===== src/rtl/mm_pkg.sv =====
// Shared definitions for the main-memory controller: FSM state encoding and
// default geometry/latency of the backing store.
package mm_pkg;

    localparam int MM_ADDR_W  = 8;
    localparam int MM_DATA_W  = 8;
    localparam int MM_LATENCY = 4;

    typedef enum logic [1:0] {
        ST_IDLE = 2'd0,
        ST_WB   = 2'd1,
        ST_RD   = 2'd2,
        ST_DONE = 2'd3
    } mm_state_e;

endpackage : mm_pkg


===== src/rtl/mm_array.sv =====
// Single-port synchronous RAM backing the data cache; read data is registered
// and reflects the contents before a same-cycle write.
module mm_array #(
    parameter int ADDR_W = 8,
    parameter int DATA_W = 8
) (
    input  logic              clk,
    input  logic              we,
    input  logic [ADDR_W-1:0] addr,
    input  logic [DATA_W-1:0] wdata,
    output logic [DATA_W-1:0] rdata
);

    logic [DATA_W-1:0] mem [2**ADDR_W];

    // NOTE: the storage array has no reset; clearing it would need a write
    // per word, so contents are simply undefined until written.
    always_ff @(posedge clk) begin
        if (we) begin
            mem[addr] <= wdata;
        end
        rdata <= mem[addr];
    end

endmodule : mm_array


===== src/rtl/main_mem_ctrl.sv =====
// Backing-store controller: serialises an optional write-back and an optional
// refill against mm_array, each phase taking MM_LATENCY cycles.
module main_mem_ctrl #(
    parameter int MM_ADDR_W  = mm_pkg::MM_ADDR_W,
    parameter int MM_DATA_W  = mm_pkg::MM_DATA_W,
    parameter int MM_LATENCY = mm_pkg::MM_LATENCY
) (
    input  logic                 clk,
    input  logic                 rst_n,
    input  logic                 MMStart,
    input  logic                 MMWrite,
    input  logic                 MMRead,
    input  logic [MM_DATA_W-1:0] OldTag,
    input  logic [MM_DATA_W-1:0] CachetoMem,
    input  logic [MM_ADDR_W-1:0] ABUS,
    output logic [MM_DATA_W-1:0] MemtoCache,
    output logic                 MMBusy,
    output logic                 MMDone
);

    import mm_pkg::*;

    localparam int              CNT_W    = $clog2(MM_LATENCY) + 1;
    localparam logic [CNT_W-1:0] CNT_LOAD = CNT_W'(MM_LATENCY - 1);

    mm_state_e state, next_state;

    logic [CNT_W-1:0]     cnt;
    logic [MM_DATA_W-1:0] tag_q;
    logic [MM_DATA_W-1:0] wdata_q;
    logic [MM_ADDR_W-1:0] abus_q;
    logic                 write_q;
    logic                 read_q;

    logic                 accept;
    logic                 phase_last;
    logic                 phase_entry;
    logic                 ram_we;
    logic [MM_ADDR_W-1:0] ram_addr;
    logic [MM_DATA_W-1:0] ram_rdata;

    // The done cycle is still busy, so a start seen there is dropped too.
    assign accept     = (state == ST_IDLE) && !MMDone && MMStart;
    assign phase_last = (cnt == '0);

    // NOTE: every output of this block gets a default first, so no path
    // through the case can leave a signal unassigned and infer a latch.
    always_comb begin
        next_state  = state;
        phase_entry = 1'b0;
        ram_we      = 1'b0;
        ram_addr    = abus_q;

        unique case (state)
            ST_IDLE: begin
                if (accept) begin
                    if (MMWrite)     next_state = ST_WB;
                    else if (MMRead) next_state = ST_RD;
                    else             next_state = ST_DONE;
                end
            end
            ST_WB: begin
                ram_addr = MM_ADDR_W'(tag_q);
                // Reset arriving in the commit cycle suppresses the write.
                ram_we   = phase_last && rst_n;
                if (phase_last) next_state = read_q ? ST_RD : ST_DONE;
            end
            ST_RD: begin
                if (phase_last) next_state = ST_DONE;
            end
            ST_DONE: begin
                next_state = ST_IDLE;
            end
            default: next_state = ST_IDLE;
        endcase

        phase_entry = (next_state != state) &&
                      ((next_state == ST_WB) || (next_state == ST_RD));
    end

    // NOTE: sequential state uses non-blocking assignments so every register
    // samples pre-edge values regardless of statement order.
    always_ff @(posedge clk) begin
        if (!rst_n) begin
            state      <= ST_IDLE;
            cnt        <= '0;
            MemtoCache <= '0;
            MMBusy     <= 1'b0;
            MMDone     <= 1'b0;
            write_q    <= 1'b0;
            read_q     <= 1'b0;
        end else begin
            state  <= next_state;
            MMDone <= (state == ST_DONE);
            MMBusy <= (next_state != ST_IDLE) || (state == ST_DONE);

            if (phase_entry)       cnt <= CNT_LOAD;
            else if (cnt != '0)    cnt <= cnt - 1'b1;

            if (accept) begin
                write_q <= MMWrite;
                read_q  <= MMRead;
            end

            // RAM registered the refill word on the last RD edge.
            if ((state == ST_DONE) && read_q) MemtoCache <= ram_rdata;
        end
    end

    // Request payload is held while busy; it needs no reset.
    always_ff @(posedge clk) begin
        if (accept) begin
            tag_q   <= OldTag;
            wdata_q <= CachetoMem;
            abus_q  <= ABUS;
        end
    end

    mm_array #(
        .ADDR_W (MM_ADDR_W),
        .DATA_W (MM_DATA_W)
    ) u_array (
        .clk   (clk),
        .we    (ram_we),
        .addr  (ram_addr),
        .wdata (wdata_q),
        .rdata (ram_rdata)
    );

endmodule : main_mem_ctrl

===== config.mk =====
export PLATFORM = sky130hd
export DESIGN_NAME = main_mem_ctrl
export DESIGN_NICKNAME = d
export VERILOG_FILES = /design/src/rtl/mm_pkg.sv /design/src/rtl/mm_array.sv /design/src/rtl/main_mem_ctrl.sv
export SDC_FILE = /design/constraint.sdc
export NUM_CORES = 2
export LEC_CHECK = 0
export CORE_UTILIZATION = 35
export CTS_CLUSTER_SIZE = 12
export DETAILED_ROUTE_END_ITERATION = 12
export DONT_BUFFER_PORTS = 1
export GPL_ROUTABILITY_DRIVEN = 0
export GPL_TIMING_DRIVEN = 0
export PLACE_DENSITY_LB_ADDON = 0.05
export SLEW_MARGIN = 20
export SYNTH_ARGS = -nofsm -noshare
export SYNTH_HDL_FRONTEND = slang
export SYNTH_SLANG_ARGS = --single-unit

===== constraint.sdc =====
create_clock -name clk -period 5 [get_ports clk]
set_input_delay 0.5 -clock clk [delete_from_list [all_inputs] [get_ports clk]]
set_output_delay 0.5 -clock clk [all_outputs]
set_load 0.03 [all_outputs]

==> results.toml <==
[routing]
vias = 44730
dr.first_iter.drc_count = 4703
drt-wirelength-per-cell_um = 37.96
wl_um = 290300
post-route-drc-count = 0
vias_per_cell = 5.848
firstDrtPassIters = 6
ant_nets = 0

[yosys]
syn_nets = 4234
synth.distinct_cells = 44
synth_xor_area_frac = 0.0002272
synth_top_family_by_area = "compound AO/OA/AOI/OAI gates"
synthAdderAreaFrac = 0.0004869
syn_inst = 4202
syn_area_mm2 = 0.07709
synth_simple_gate_area_frac = 0.02438
syn_avg_cell_area_um2 = 18.35
ys_seq_area_frac = 0.8134
ys_ff_latch = 2096
synth_warnings = 0
synthMuxAreaShare = 0.001298
synth_compound_area_frac = 0.1426

[cts]
cts_sinks = 2096
cts-htree-levels = 4
clkLatencyLatePin_ns = 0.89
cts_made_buffers = 224
cts_tree = "built"
cts-root-buf = "clkbuf_16"
path_clk_slew_ns = 0.06
clockBufferDepth = 3

[worst_setup_path]
crit_top_cell = "buf_2"
cp_top_family = "compound AO/OA/AOI/OAI gates"
critPathCaptureType = "register"
reg2reg_depth = 10
cp.buffers_inverters = 3
worst-path-max-fanout = 10
max_stage_delay_ns = 0.89
rrSetupSlack_ns = -0.11
critPathLaunchType = "register"
cp_cell_sequence = "nand2b_4 > buf_2 > buf_2 > o21ai_1 > nand2_1 > clkbuf_1 > o22ai_1 > nor4_2 > a21boi_1 > a2111o_1"
arrival_ns = 5.83
r2r_start = "state[1]"
path_class = "reg -> reg"
cp.required_ns = 5.72
cp_slowest_cell = "nor4_2"
r2r-end = "u_array.rdata[2]"

[floorplanning]
num_io_pins = 39
rows = 171
die_area_mm2 = 0.2221
fp.dieW_um = 471.3
start_util = 0.3536
die_y_um = 471.3
core_mm2 = 0.2180

[sta]
fin_hold_ws_ns = 0.07951
worstMarginPinSlew_ns = 1.282
grt_setup_unrepaired = "false"
finalCritPeriodShare = 1.022
layout_setup_ws_ns = -0.1124
timing.final.crit_period_ns = 5.112
slew-limit-headroom = 0.1434
drv_slew = 0
fmax_mhz = 195.6
skew_ns = 0.03283
setup_viol = 5
finalHoldViolCount = 0

[placement]
portBuffers = 0
dp_hpwl_um = 210500
dpl-instance-area_mm2 = 0.08335

[cells_and_area]
syn_to_final_growth_pct = 17.80
fillCellCount = 19330
design_area_mm2 = 0.09081
final_cell_mix = "edfxtp_1, a22o_1, a221oi_1, nor2_1, o22ai_1"
fin_nets = 4628
layout_commonest_cell = "edfxtp_1"
drive_above_1_share = 0.1288

[global_route]
grt_overflow = 0
grt_pass1_vias = 44380
track_usage = 0.2580
grt_pass1_wl_um = 389100
antenna_found_initial = 20
grt_max_degree = 24

[worst_hold_path]
min_to = "abus_q[1]"
hold_path_class = "in -> reg"
holdPathStages = 2
min_from = "MMStart"

[job]
drv_cap = 0

[power]
power_density_mw_per_mm2 = 502.7
ir_drop_v = 0.0003567
leakage_nw = 28.25

[run_status]
violations = "negative setup slack"
status = "finished, violations left"
## cells by family (layout without fill, tap and decap cells)
| logic type | count (synthesis) | in the layout |
|---|---|---|
| muxes | 10 | 10 |
| adders and majority gates | 3 | 3 |
| and+or+nand+nor | 431 | 431 |
| AOI/OAI and AO/OA | 1338 | 1338 |
| other | 0 | 5 |
| xor gates and xnor gates | 2 | 2 |
| buffers and inverters | 322 | 909 |
| DFF | 2096 | 2096 |
## synthesized netlist by cell type, drive strengths merged
library cell / n / share of area
mux2i: 10 / 0.0013
o31ai: 9 / 0.0011
o21a: 1 / 0.000097
o22ai: 256 / 0.021
a221oi: 512 / 0.058
nand3b: 3 / 0.00029
nand3: 7 / 0.00045
nor4: 67 / 0.0054
buf: 111 / 0.0074
or4b: 1 / 0.00013
a21oi: 20 / 0.0013
nor2: 271 / 0.013
nand2b: 4 / 0.00042
a31o: 3 / 0.00034
and4: 2 / 0.00023
nand2: 64 / 0.0031
nor3: 1 / 0.000065
or3: 3 / 0.00024
dfxtp: 24 / 0.0062
ha: 3 / 0.00049
xnor2: 1 / 0.00011
inv: 6 / 0.00029
a21boi: 8 / 0.00078
o21ai: 8 / 0.00052
nor4bb: 1 / 0.00013
edfxtp: 2072 / 0.81
o31a: 1 / 0.00011
a22o: 512 / 0.058
nor2b: 4 / 0.00032
clkinv: 1 / 0.000049
nand4bb: 1 / 0.00015
a2111o: 8 / 0.0012
xor2: 1 / 0.00011
clkbuf: 204 / 0.0099
nor3b: 2 / 0.00019
## where the power goes
| part | leakage [nW] | total (W) | switching (W) | internal [W] |
|---|---|---|---|---|
| Sequential | 18.8 | 0.0200 | 0.000106 | 0.0199 |
| Clock | 3.44 | 0.0162 | 0.00697 | 0.00923 |
| Combinational | 5.99 | 0.00944 | 0.00672 | 0.00272 |
## cell type report
class	instances	area (µm²)	area share
clock buffers	298	6056	0.06669
flip-flops and latches	2096	62700	0.6905
plain buffers	314	1416	0.01560
multi-input cells	1784	13240	0.1458
inverters	7	26.28	0.0002894
well taps	2854	3571	0.03932
clock inverters	121	988.4	0.01089
diodes	5	12.51	0.0001378
repair buffers	169	2800	0.03084
## worst reg2reg max path, delay by kind of cell (launching register included)
kind	cells	cell delay, ns
AOI/OAI and AO/OA	4	1.76
and+or+nand+nor	3	1.64
DFF	1	0.37
buffers and inverters	3	1.18
## worst max-delay path by stage
stage | startpoint | endpoint | slack (ns) | cells past startpoint
6_report | state[1] | u_array.rdata[2] | -0.11 | 10
4_1_cts | tag_q[1] | u_array.rdata[3] | 0.01 | 10
3_5_place_dp | tag_q[1] | u_array.rdata[2] | -0.68 | 10
2_1_floorplan | wdata_q[0] | u_array.mem[0][0] | 0.95 | 0
3_3_place_gp | wdata_q[1] | u_array.mem[115][1] | -4.72 | 0
5_1_grt | state[1] | u_array.rdata[2] | 0.006 | 10
## per-layer routing
metal,global-route usage,part of all wire,vias to the layer above
met4,0.09484,0.038,0
met5,0,0,-
li1,-,-,18860
met3,0.04915,0.057,417
met2,0.4236,0.48,1551
met1,0.3393,0.42,23900
## registers in the layout (all words and copies together) (netlist names)
name	count
MMBusy	1
MMDone	1
MemtoCache	8
abus_q	8
cnt	3
read_q	1
state	2
tag_q	8
u_array.mem	2048
u_array.rdata	8
wdata_q	8
## what timing repair did
item,4_1_cts,5_1_grt
setup endpoints to repair,8,4
hold endpoints to repair,31,0
hold buffers,28,0
pin swaps,1,0
gates cloned,0,0
buffers inserted,2,0
resized for setup,22,7
## through the flow
step	cells	worst slack (ns)	total power, W	util	TNS, ns
after detailed placement	7195	-0.6763	0.02975	0.3823	-4.799
after global routing	7644	0.006092	0.04678	0.4165	0
after global placement	7056	-4.716	0.02963	0.3700	-9101.87
after CTS	7644	0.01374	0.04589	0.4163	0
final	7648	-0.1124	0.04565	0.4165	-0.3651
after floorplan	4202	0.9543	0.02483	-	0
Power figures use the tool's default switching activity.
